File: src/rtl/pipe_adder.sv
// Pipelined add/subtract: WIDTH bits split into STAGES slices, one slice per stage,
// carry registered between stages; valid/ready handshake with whole-pipe stall.
module pipe_adder #(
  parameter int WIDTH  = 16,
  parameter int STAGES = 4
) (
  input  logic             clk,
  input  logic             reset,
  input  logic [WIDTH-1:0] A,
  input  logic [WIDTH-1:0] B,
  input  logic             Cin,
  input  logic             Sub,
  input  logic             in_valid,
  output logic             in_ready,
  output logic [WIDTH-1:0] Sum,
  output logic             Cout,
  output logic             Ovf,
  output logic             out_valid,
  input  logic             out_ready
);

  localparam int SW = WIDTH / STAGES;
  localparam int L  = STAGES - 1;
  localparam int NQ = (STAGES > 1) ? STAGES - 1 : 1;

  // operands only need to travel to the stage that consumes their last slice
  logic [NQ-1:0][WIDTH-1:0]     a_q, b_q;
  logic [STAGES-1:0][WIDTH-1:0] s_q, a_src, b_src, s_src, s_nxt;
  logic [STAGES-1:0]            c_q, v_q, c_src, v_src, c_nxt;
  logic [STAGES-1:0][SW:0]      t_sum;
  logic                         ovf_q, ovf_nxt, advance;

  assign advance   = !v_q[L] || out_ready;
  assign in_ready  = advance;
  assign Sum       = s_q[L];
  assign Cout      = c_q[L];
  assign Ovf       = ovf_q;
  assign out_valid = v_q[L];

  for (genvar k = 0; k < STAGES; k++) begin : g_src
    if (k == 0) begin : g_first
      assign a_src[k] = A;
      assign b_src[k] = Sub ? ~B : B;
      assign s_src[k] = '0;
      assign c_src[k] = Cin;
      assign v_src[k] = in_valid;
    end else begin : g_next
      assign a_src[k] = a_q[k-1];
      assign b_src[k] = b_q[k-1];
      assign s_src[k] = s_q[k-1];
      assign c_src[k] = c_q[k-1];
      assign v_src[k] = v_q[k-1];
    end
  end

  always_comb begin
    t_sum = '0;
    s_nxt = '0;
    c_nxt = '0;
    for (int k = 0; k < STAGES; k++) begin
      t_sum[k] = (SW+1)'(SW'(a_src[k] >> (k*SW)))
               + (SW+1)'(SW'(b_src[k] >> (k*SW)))
               + (SW+1)'(c_src[k]);
      s_nxt[k] = s_src[k] | (WIDTH'(t_sum[k][SW-1:0]) << (k*SW));
      c_nxt[k] = t_sum[k][SW];
    end
    ovf_nxt = (a_src[L][WIDTH-1] == b_src[L][WIDTH-1]) &&
              (s_nxt[L][WIDTH-1] != a_src[L][WIDTH-1]);
  end

  always_ff @(posedge clk or posedge reset) begin
    if (reset) begin
      a_q   <= '0;
      b_q   <= '0;
      s_q   <= '0;
      c_q   <= '0;
      v_q   <= '0;
      ovf_q <= 1'b0;
    end else if (advance) begin
      for (int k = 0; k < STAGES - 1; k++) begin
        a_q[k] <= a_src[k];
        b_q[k] <= b_src[k];
      end
      s_q   <= s_nxt;
      c_q   <= c_nxt;
      v_q   <= v_src;
      ovf_q <= ovf_nxt;
    end
  end

endmodule

File: config.mk
export PLATFORM = sky130hd
export DESIGN_NAME = pipe_adder
export DESIGN_NICKNAME = d
export VERILOG_FILES = /design/src/rtl/pipe_adder.sv
export SDC_FILE = /design/constraint.sdc
export NUM_CORES = 1
export LEC_CHECK = 0
export BUFFER_PORTS_ARGS = -buffer_cell sky130_fd_sc_hd__buf_2
export CORE_UTILIZATION = 55
export DETAILED_ROUTE_END_ITERATION = 12
export PLACE_DENSITY = 0.88
export SYNTH_ARGS = -nofsm -noshare
export SYNTH_HDL_FRONTEND = slang
export SYNTH_SLANG_ARGS = --single-unit
File: constraint.sdc
create_clock -name clk -period 2.9 [get_ports clk]
set_input_delay 0.145 -clock clk [delete_from_list [all_inputs] [get_ports clk]]
set_output_delay 0.145 -clock clk [all_outputs]
set_load 0.005 [all_outputs]
Word level (Yosys, flattened, before mapping). Index checks and enable logic that the tools add are counted.

Flip-flop bits (word level): 157. Bits in latches: 0. RAM bits: 0. Bits in read-only memories: 0. Output and inout port bits: 20. Word-level logic and storage cells: 31. Memories kept: 0.

$add $sub $neg: 8. Multipliers: 0. Div/mod/pow operators: 0. $lt $le $gt $ge: 0. Equality and inequality tests: 2. Shift-type cells: 0. Multiplexer cells: 1. Bitwise gates (word level): 4. Reductions and logical operators: 3.

Operators by type and width (count): adder 4 x 4 -> 5 bit (4); adder 5 x 1 -> 5 bit (4); two-way mux 16 bit (1); NOT 16 bit (1); bitwise OR 16 x 12 -> 16 bit (1); bitwise OR 16 bit (1); bitwise OR 4 x 8 -> 8 bit (1); equality test 1 bit (1); logical AND 1 bit (1); logical NOT 1 bit (1); logical OR 1 bit (1); != test 1 bit (1).

Longest topological paths before layout. Gate-level depths: netlist of the first run.

Depth after elaboration: 5. Depth in mapped cells: 9.

Least setup slack after synthesis of the first run. No wires, ideal clock.

Path type: input port to flip-flop. Start point: in Sub. End point: reg s_q[3] in the netlist's numbering. Data arrival time: 1.758 ns. Setup slack: 1.023 ns. Stages on the path: 8. Buffers on the path: 2. Path through: buf_4 -> buf_4 -> xor2_1 -> ha_1 -> nor2b_1 -> o21a_1 -> or3_1 -> a31o_1.

Longest elaborated chain between the ends: 3.

RTL lines: start, declared (line 12) `input logic Sub,`; two-way mux 16 bit (line 43) `assign b_src[k] = Sub ? ~B : B;`; adder 4 x 4 -> 5 bit (line 62) `+ (SW+1)'(SW'(b_src[k] >> (k*SW)))`; adder 5 x 1 -> 5 bit (line 63) `+ (SW+1)'(c_src[k]);`; end signal, assigned (line 84) `s_q <= s_nxt;`; end, declared (line 28) `logic [STAGES-1:0][WIDTH-1:0] s_q, a_src, b_src, s_src, s_nxt;`.

Every way passes these cells. A chain may end at the register's enable or synchronous reset.

Worst setup path after layout of the first run.
Start point: reg v_q[3]. End point: out in_ready.

Longest elaborated chain between the ends: 2.

RTL lines: start, declared (line 29) `logic [STAGES-1:0] c_q, v_q, c_src, v_src, c_nxt;`; start signal, assigned (line 86) `v_q <= v_src;`; logical NOT 1 bit (line 33) `assign advance = !v_q[L] || out_ready;`; logical OR 1 bit (line 33); end, declared (line 14) `output logic in_ready,`.

Every way passes these cells.

==> results.toml, run 1 <==
[global_route]
grt_usage_pct = 21.7
grt_pass1_wl_um = 13900
first_global_vias = 3017
antenna_found_initial = 0
grt.overflow.total = 0
grt_max_degree = 103

[critical_path]
worstSetupEndpointType = "primary output"
required_ns = 2.76
start_kind = "flip-flop"
arrival_ns = 2.02
max_stage_delay_ns = 0.55
critical_path_cell_count = 4
crit_family = "buffers and inverters"
crit_path_max_fanout = 48
critPathKind = "flip-flop to primary output"
cp_cell_sequence = "and2b_2, inv_2, buf_4, buf_2"
ff2ff_path_depth = 5
critical_path_buf_inv_count = 3
slowest_stage = "inv_2"

[min_path]
whs_path_depth = 3
min_path_type = "input port to flip-flop"

[synth]
synthTopCellsByCount = "nand2_1, dfrtp_1, o21ai_0, xnor2_1, a21oi_1"
ys_types = 24
synth_area_um2 = 4310
netlist_top_cells_area = "dfrtp_1, nand2_1, fa_1, ha_1, xnor2_1"
synth.most_common_cell = "nand2_1"
synthArstFlopShare_pct = 100
synth_xor_area_share_pct = 4.67
yosys_warnings = 0
yosys.area_share.simple_pct = 20.9
synth_top_family_by_area = "simple AND/OR/NAND/NOR gates"
synth_top_area_cell = "dfrtp_1"
syn_inst = 454
avgSynthCellArea_um2 = 9.49
seq_area_frac_synth_pct = 56.3
ys.flop_type = "dfrtp_1"
syn_nets = 512
synth-edff-count = 0
synth_top_area_share_pct = 56.3
synth_compound_area_share_pct = 6.04
synth_mux_area_share_pct = 0
synthAdderAreaFrac_pct = 7.20
ys_seq_elements = 97

[sta]
tns_ns = 0
max_freq_ghz = 0.461
finalSetupViolCount = 0
post-route-min-period_ns = 2.17
skew_ns = 0.00954
fin_crit_sh_pct = 74.8
drv_slew = 0
worst_slew_pin_slew_ns = 0.914
final-hold-violation-count = 0
rsz0062_at_grt = "no"
worst_slew_margin_rel_pct = 39.1

[place]
place_area_um2 = 4600
port_buffers = 57
dp_hpwl_um = 5320
dp.cells = 592
routabilityCongestion = 0.753

[floorplan]
pin_count = 58
initial_core_util_pct = 58.2
die_area_um2 = 8190
num_rows = 31
die_h_um = 90.5
core_um2 = 7410
die_w_um = 90.5

[clock_network]
cts_buffer_depth = 2
root_buffer = "clkbuf_8"
cts_resized = 0
clkLatencyLatePin_ns = 0.37
clk_pin_slew_ns = 0.09
clock-sinks = 97
cts_tree = "yes"
htree_levels = 3
numCtsBuffers = 9
cts_setup_buffers = 0

[route]
drt_pass1_iterations = 4
wl_um = 7790
drt_iter0_drc = 220
vias = 3079
vias_per_cell = 4.96
drc = 0
wl_per_cell_um = 12.5
ant_nets = 0

[pwr]
switchingPower_w = 0.00180
power_frac_seq_pct = 46.3
power_leakage_nw = 2.60
p_int_w = 0.00318
pwr-share-clk_pct = 19.6
switching_share_pct = 36.1
vdd_ir_drop_max_mv = 0.673
powerDensity_nw_per_um2 = 1010
pwr-share-comb_pct = 34.2
power.total_w = 0.00498

[final_layout]
diodes = 0
post-route-util_pct = 66.8
area_growth_pct = 14.9
nets = 575
final_area_um2 = 4950
final_layout_size_suffix_gt1_share_pct = 15.9
stdcell_count = 621

[status]
status = "finished clean"

[job]
cap_violations = 0
-- metrics by stage --
stage	hold slack, ns	worst slack [ns]
2_1_floorplan	0.257	0.221
3_3_place_gp	0.269	0.956
3_5_place_dp	0.278	0.864
4_1_cts	0.00747	0.724
5_1_grt	0.0283	0.565
6_report	0.00770	0.731
-- cell families (layout without fill, tap and decap cells) --
group | Yosys count | in the layout
xor+xnor | 23 | 23
fa+ha+maj | 20 | 20
simple gates | 233 | 233
buf+inv | 35 | 103
compound gates | 46 | 46
flops | 97 | 97
-- power groups by stage --
stage | Combinational [W] | Clock, W | Sequential, W
after detailed placement | 0.00170 | 0 | 0.00233
after floorplan | 0.00131 | 0 | 0.00225
after global routing | 0.00197 | 0.00105 | 0.00239
after CTS | 0.00173 | 0.000988 | 0.00231
after global placement | 0.00159 | 0 | 0.00229
final | 0.00170 | 0.000975 | 0.00231
-- per-layer routing --
layer / up-vias / wire (um) / track usage (%)
li1: 1537 / - / -
met1: 1460 / 3450 / 29.3
met2: 69 / 3860 / 34.5
met3: 13 / 308 / 3.96
met4: 0 / 172 / 9.27
met5: - / 0 / 0
-- worst register-to-register path, cell delays in order (launching register included) --
cell,delay [ns]
dfrtp_1,0.39
and2b_2,0.21
inv_2,0.55
buf_4,0.41
nor2_1,0.09
a21oi_1,0.13
-- flip-flops by register name, indices dropped and copies added (netlist names) --
signal and count:
Sum 16, c_q 4, a_q 24, s_q 24
Ovf 1, v_q 4, b_q 24
-- path summary, 6_finish.rpt --
| kind | slack, ns | from | endpoint |
|---|---|---|---|
| worst min-delay path | 0.008 | A[10] | a_q[10] |
| min in group asynchronous | 0.41 | reset | Sum[12] |
| worst max register to register | 1.05 | v_q[3] | c_q[2] |
| max in group asynchronous | 1.71 | reset | s_q[42] |
| worst max-delay path | 0.73 | v_q[3] | in_ready |
| worst min register to register | 0.46 | Sum[10] | Sum[10] |
-- cell usage in the layout (no fill, tap or decap), types with 3 or more instances in the layout --
| cell type | synthesis | routed |
|---|---|---|
| dfrtp_1 | 97 | 97 |
| xor2_1 | 8 | 8 |
| nand2_1 | 215 | 215 |
| ha_1 | 12 | 12 |
| a21o_1 | 5 | 5 |
| nor2_1 | 9 | 9 |
| clkbuf_8 | 0 | 9 |
| a21oi_1 | 13 | 13 |
| o21ai_0 | 22 | 22 |
| dlygate4sd3_1 | 0 | 13 |
| fa_1 | 8 | 8 |
| nor2b_1 | 3 | 3 |
| buf_4 | 8 | 5 |
| buf_2 | 8 | 57 |
| xnor2_1 | 15 | 15 |
| inv_1 | 12 | 10 |
-- cell type report --
| type | count | area (um2) |
|---|---|---|
| Sequential cell | 97 | 2430 |
| Multi-Input combinational cell | 322 | 1670 |
| Inverter | 12 | 47.5 |
| Clock inverter | 7 | 101 |
| Timing Repair Buffer | 75 | 453 |
| Clock buffer | 9 | 124 |
| Fill cell | 570 | 2460 |
| Tap cell | 99 | 124 |
-- what timing repair did --
item / 4_1_cts / 5_1_grt
setup endpoints to repair: 0 / 0
hold buffers: 13 / 0
endpoints found under the hold margin: 64 / 0
Power figures use the tool's default switching activity.
==> run 2: changes to the inputs <==
--- a/config.mk
+++ b/config.mk
@@ -5,10 +5,11 @@
 export SDC_FILE = /design/constraint.sdc
 export NUM_CORES = 1
 export LEC_CHECK = 0
+export ABC_AREA = 1
 export BUFFER_PORTS_ARGS = -buffer_cell sky130_fd_sc_hd__buf_2
-export CORE_UTILIZATION = 55
+export CORE_UTILIZATION = 52
 export DETAILED_ROUTE_END_ITERATION = 12
-export PLACE_DENSITY = 0.88
+export PLACE_DENSITY = 0.87
 export SYNTH_ARGS = -nofsm -noshare
 export SYNTH_HDL_FRONTEND = slang
 export SYNTH_SLANG_ARGS = --single-unit
==> constraint.sdc (replaced) <==
create_clock -name clk -period 1.85 [get_ports clk]
set_input_delay 0.0925 -clock clk [delete_from_list [all_inputs] [get_ports clk]]
set_output_delay 0.0925 -clock clk [all_outputs]
set_load 0.005 [all_outputs]
==> results.toml, run 2 <==
[place]
dp.cells = 615
port_buffers = 57
place_area_um2 = 4680
dp_hpwl_um = 5440
routabilityCongestion = 0.789

[final_layout]
stdcell_count = 646
nets = 597
top_regs = "a_q x24, b_q x24, s_q x24"
layout_commonest_cell = "nand2_1"
final_layout_size_suffix_gt1_share_pct = 15.6
diodes = 0
final_area_um2 = 5030
area_growth_pct = 16.4
final_cell_mix = "nand2_1, dfrtp_1, buf_2, o21ai_0, inv_1"

[pwr]
power_leakage_nw = 2.62
switchingPower_w = 0.00284
pwr-share-comb_pct = 35.9
switching_share_pct = 36.9
p_int_w = 0.00485
pwr-share-clk_pct = 17.7
power.total_w = 0.00769
vdd_ir_drop_max_mv = 0.658
powerDensity_nw_per_um2 = 1530
power_frac_seq_pct = 46.3

[job]
cap_violations = 0

[synth]
synth_top_area_cell = "dfrtp_1"
synth_top_area_share_pct = 56.2
synth-edff-count = 0
yosys_warnings = 0
netlist_top_cells_area = "dfrtp_1, nand2_1, o21ai_0, fa_1, ha_1"
syn_inst = 471
seq_area_frac_synth_pct = 56.2
synthTopCellsByCount = "nand2_1, dfrtp_1, o21ai_0, inv_1, nor2_1"
synth.most_common_cell = "nand2_1"
synth_area_um2 = 4320
ys.flop_type = "dfrtp_1"
ys_seq_elements = 97
avgSynthCellArea_um2 = 9.17
synthArstFlopShare_pct = 100
ys_types = 22
syn_nets = 529

[clock_network]
numCtsBuffers = 9
clkLatencyLatePin_ns = 0.36
cts_buffer_depth = 2
cts_setup_buffers = 0
clk_pin_slew_ns = 0.09
cts_tree = "yes"
clock-sinks = 97
htree_levels = 3
root_buffer = "clkbuf_8"

[sta]
tns_ns = 0
fin_crit_sh_pct = 92.8
final-hold-violation-count = 0
rsz0062_at_grt = "no"
drv_slew = 0
post-route-min-period_ns = 1.72
finalSetupViolCount = 0
worst_slew_margin_rel_pct = 65.2
skew_ns = 0.00696
worst_slew_pin_slew_ns = 0.521
max_freq_ghz = 0.583

[route]
drt_iter0_drc = 183
wl_per_cell_um = 12.3
vias_per_cell = 4.95
drc = 0
ant_nets = 0
drt_pass1_iterations = 4
vias = 3200
wl_um = 7940

[critical_path]
arrival_ns = 1.96
cp_cell_sequence = "fa_2, fa_1, nand2_1, inv_1, o21ai_1, a21oi_1"
crit_family = "adder cells"
required_ns = 2.10
slowest_stage = "dfrtp_1"
critPathKind = "flip-flop to flip-flop"
crit_path_max_fanout = 2
start_kind = "flip-flop"
worstSetupEndpointType = "flip-flop"
max_stage_delay_ns = 0.42
critical_path_buf_inv_count = 1

[floorplan]
die_w_um = 93.2
initial_core_util_pct = 54.8
pin_count = 58
die_area_um2 = 8680
core_um2 = 7890
num_rows = 32
die_h_um = 93.2

[global_route]
grt.overflow.total = 0
antenna_found_initial = 0
grt_pass1_wl_um = 13500
grt_max_degree = 58
grt_usage_pct = 20.0
first_global_vias = 3073

[status]
status = "finished clean"

[min_path]
min_path_type = "input port to flip-flop"
==> run 2: cell types whose count changed after synthesis, sizes merged, moves of 7 or more <==
cell,change
inv,+24
nand2,-24
nor2,+7
a21oi,-7
o21ai,+28
nand3,+11
==> run 2: path summary, 6_finish.rpt <==
| path | start | end | slack, ns | cells after the start |
|---|---|---|---|---|
| max in group asynchronous | reset | a_q[26] | 0.99 | 4 |
| setup reg to reg | a_q[44] | c_q[3] | 0.13 | 6 |
| hold / removal | B[8] | b_q[8] | 0.02 | 3 |
| min in group asynchronous | reset | s_q[35] | 0.31 | 3 |
| setup / recovery | a_q[44] | c_q[3] | 0.13 | 6 |
| hold reg to reg | a_q[11] | a_q[27] | 0.47 | 2 |
==> run 2: timing repair <==
action,CTS,global route
hold endpoints to repair,34,0
hold buffers,15,0
resized for setup,1,1
endpoints found under the setup margin,1,1
==> run 2: worst register-to-register path, delay by kind of cell, from the launching register on <==
kind                       cells  cell delay (ns)
buffers and inverters          1             0.05
AOI/OAI and AO/OA              2             0.22
and+or+nand+nor                1             0.08
adders and majority gates      2             0.84
DFF                            1             0.42
==> run 2: area by class of cell <==
cell class                 instances  area [um2]
fill                             617        2860
sequential                        97        2430
multi-input combinational        315        1610
timing repair buffer              80         533
clock buffer                      11         141
inverter                          36         139
tap                              102         128
clock inverter                     5        55.1
==> run 2: power groups by stage <==
stage          logic, W  registers (W)  clock network (W)
2_1_floorplan   0.00201        0.00350                  0
3_3_place_gp    0.00255        0.00355                  0
3_5_place_dp    0.00273        0.00360                  0
4_1_cts         0.00279        0.00356            0.00140
5_1_grt         0.00320        0.00367            0.00148
6_report        0.00276        0.00356            0.00136
==> run 2: logic make-up after synthesis <==
logic type               synth area share, %
AO/OA/AOI/OAI                           7.15
XOR/XNOR                                3.24
adder cells (fa/ha/maj)                 7.18
buffers and inverters                   6.66
flip-flops                              56.2
AND/OR/NAND/NOR                         19.6
==> run 2: stage by stage <==
stage	util, %	setup WS, ns	hold slack, ns
finish	63.8	0.133	0.0159
global route	63.8	0.0501	0.0204
CTS	63.8	0.0582	0.00196
detailed placement	59.4	0.0742	0.157
global placement	59.4	0.174	0.157
floorplan	-	0.213	0.202
==> run 2: routing by layer <==
layer  share of wire (%)  global-route usage [%]
met5                   0                       0
met4                 2.0                    7.69
met3                 4.2                    4.80
met2                  49                    33.4
met1                  45                    25.4
==> run 3: changes to the inputs <==
--- a/config.mk
+++ b/config.mk
@@ -10,6 +10,8 @@
 export CORE_UTILIZATION = 52
 export DETAILED_ROUTE_END_ITERATION = 12
 export PLACE_DENSITY = 0.87
+export REMOVE_ABC_BUFFERS = 1
+export SKIP_LAST_GASP = 1
 export SYNTH_ARGS = -nofsm -noshare
 export SYNTH_HDL_FRONTEND = slang
 export SYNTH_SLANG_ARGS = --single-unit
==> results.toml, run 3 (synthesized netlist as in run 2, its figures left out) <==
[status]
status = "finished clean"

[critical_path]
cp_cell_sequence = "fa_1, fa_1, nand2_1, inv_1, o21ai_0, a21oi_1"
crit_path_max_fanout = 2
r2r-start = "a_q[44]"
critical_path_buf_inv_count = 1
r2r_setup_slack_ns = 0.12
crit_family = "adder cells"
crit_path_frequent_cell = "fa_1"
worstSetupEndpoint = "c_q[3]"
ff2ff_path_depth = 6
regToRegEndpoint = "c_q[3]"
max_stage_delay_ns = 0.46
slowest_stage = "fa_1"
critPathKind = "flip-flop to flip-flop"
worstSetupEndpointType = "flip-flop"
start_kind = "flip-flop"
crit_start = "a_q[44]"
critical_path_cell_count = 6
arrival_ns = 1.97
required_ns = 2.10

[place]
port_buffers = 57
dp_hpwl_um = 5070
dp_slack_ns = 0.126
routabilityCongestion = 0.768

[clock_network]
cts_tree = "yes"
cts_buffer_depth = 2
cts_setup_buffers = 0
numCtsBuffers = 9
clkLatencyLatePin_ns = 0.36
cts_resized = 0
clock-sinks = 97
htree_levels = 3
clk_pin_slew_ns = 0.09
root_buffer = "clkbuf_8"

[pwr]
vdd_ir_drop_max_mv = 0.544
powerDensity_nw_per_um2 = 1540
power_leakage_nw = 2.63

[job]
cap_violations = 0

[sta]
post-route-min-period_ns = 1.73
finalSetupViolCount = 0
rsz0062_at_grt = "no"
max_freq_ghz = 0.579
skew_ns = 0.00882
tns_ns = 0
worst_slew_pin_slew_ns = 0.478
whs_ns = 0.0198
worst_slew_margin_rel_pct = 68.1
drv_slew = 0
finalWorstSetupSlack_ns = 0.124
fin_crit_sh_pct = 93.3
final-hold-violation-count = 0

[global_route]
grt_max_degree = 111
first_global_vias = 3186
grt.overflow.total = 0
antenna_found_initial = 0
grt_pass1_wl_um = 13300
grt_usage_pct = 19.7

[floorplan]
core_um2 = 7890
die_h_um = 93.2
die_w_um = 93.2
initial_core_util_pct = 54.8
pin_count = 58
num_rows = 32
die_area_um2 = 8680

[final_layout]
num-fill-cells = 654
final_layout_size_suffix_gt1_share_pct = 15.3
diodes = 0
layout_commonest_cell = "nand2_1"
multi_input_area_um2 = 1610
nets = 595
area_growth_pct = 16.2
regArea_um2 = 2430
final_cell_mix = "nand2_1, dfrtp_1, buf_2, o21ai_0, inv_1"
top_regs = "a_q x24, b_q x24, s_q x24"

[route]
vias = 3150
vias_per_cell = 4.89
wl_um = 7630
drc = 0
drt_iter0_drc = 147
wl_per_cell_um = 11.8
drt_pass1_iterations = 4
ant_nets = 0

[min_path]
hold_start = "B[14]"
min_path_type = "input port to flip-flop"
-- run 3: power by group --
| part | switching [W] | leakage [nW] | internal, W |
|---|---|---|---|
| Combinational | 0.00158 | 1.35 | 0.00109 |
| Clock | 0.000690 | 0.113 | 0.000797 |
| Sequential | 0.000495 | 1.17 | 0.00306 |
| Total | 0.00276 | 2.63 | 0.00495 |
-- run 3: per-layer routing --
| layer | share of wire, % | wire length [um] | track usage [%] |
|---|---|---|---|
| met2 | 47 | 3620 | 33.3 |
| met5 | 0 | 0 | 0 |
| met4 | 1.0 | 78 | 7.56 |
| met3 | 4.0 | 305 | 4.31 |
| met1 | 47 | 3620 | 24.8 |
-- run 3: layout make-up --
type	instances	share of cell area, %
clock buffers	11	2.82
clock inverters	5	1.57
inverters	36	2.74
multi-input cells	315	32.0
flip-flops and latches	97	48.3
well taps	102	2.54
repair buffers	78	10.0
-- run 3: per-stage QoR --
stage | power, W | cell area [um2] | utilization, % | cells
CTS | 0.00781 | 5020 | 63.7 | 644
global route | 0.00844 | 5020 | 63.7 | 644
global placement | 0.00606 | 4660 | 59.1 | 614
detailed placement | 0.00628 | 4660 | 59.1 | 614
floorplan | 0.00538 | 4170 | - | 448
finish | 0.00771 | 5020 | 63.7 | 644
-- run 3: worst min path at each step --
stage          slack (ns)       to  cells past startpoint
3_3_place_gp         0.20   Sum[3]                      3
3_5_place_dp         0.20   c_q[0]                      3
4_1_cts             0.002  b_q[14]                      3
2_1_floorplan        0.20  a_q[10]                      2
6_report             0.02  b_q[14]                      3
5_1_grt              0.02   b_q[6]                      3
-- run 3: worst min-delay path, cell delays in order --
cell and delay, ns:
buf_2 0.09, xnor2_1 0.10, o21ai_0 0.06
-- run 3: repair_timing --
action,CTS,global route
hold endpoints to repair,110,0
hold buffers,14,0
endpoints found under the setup margin,0,0
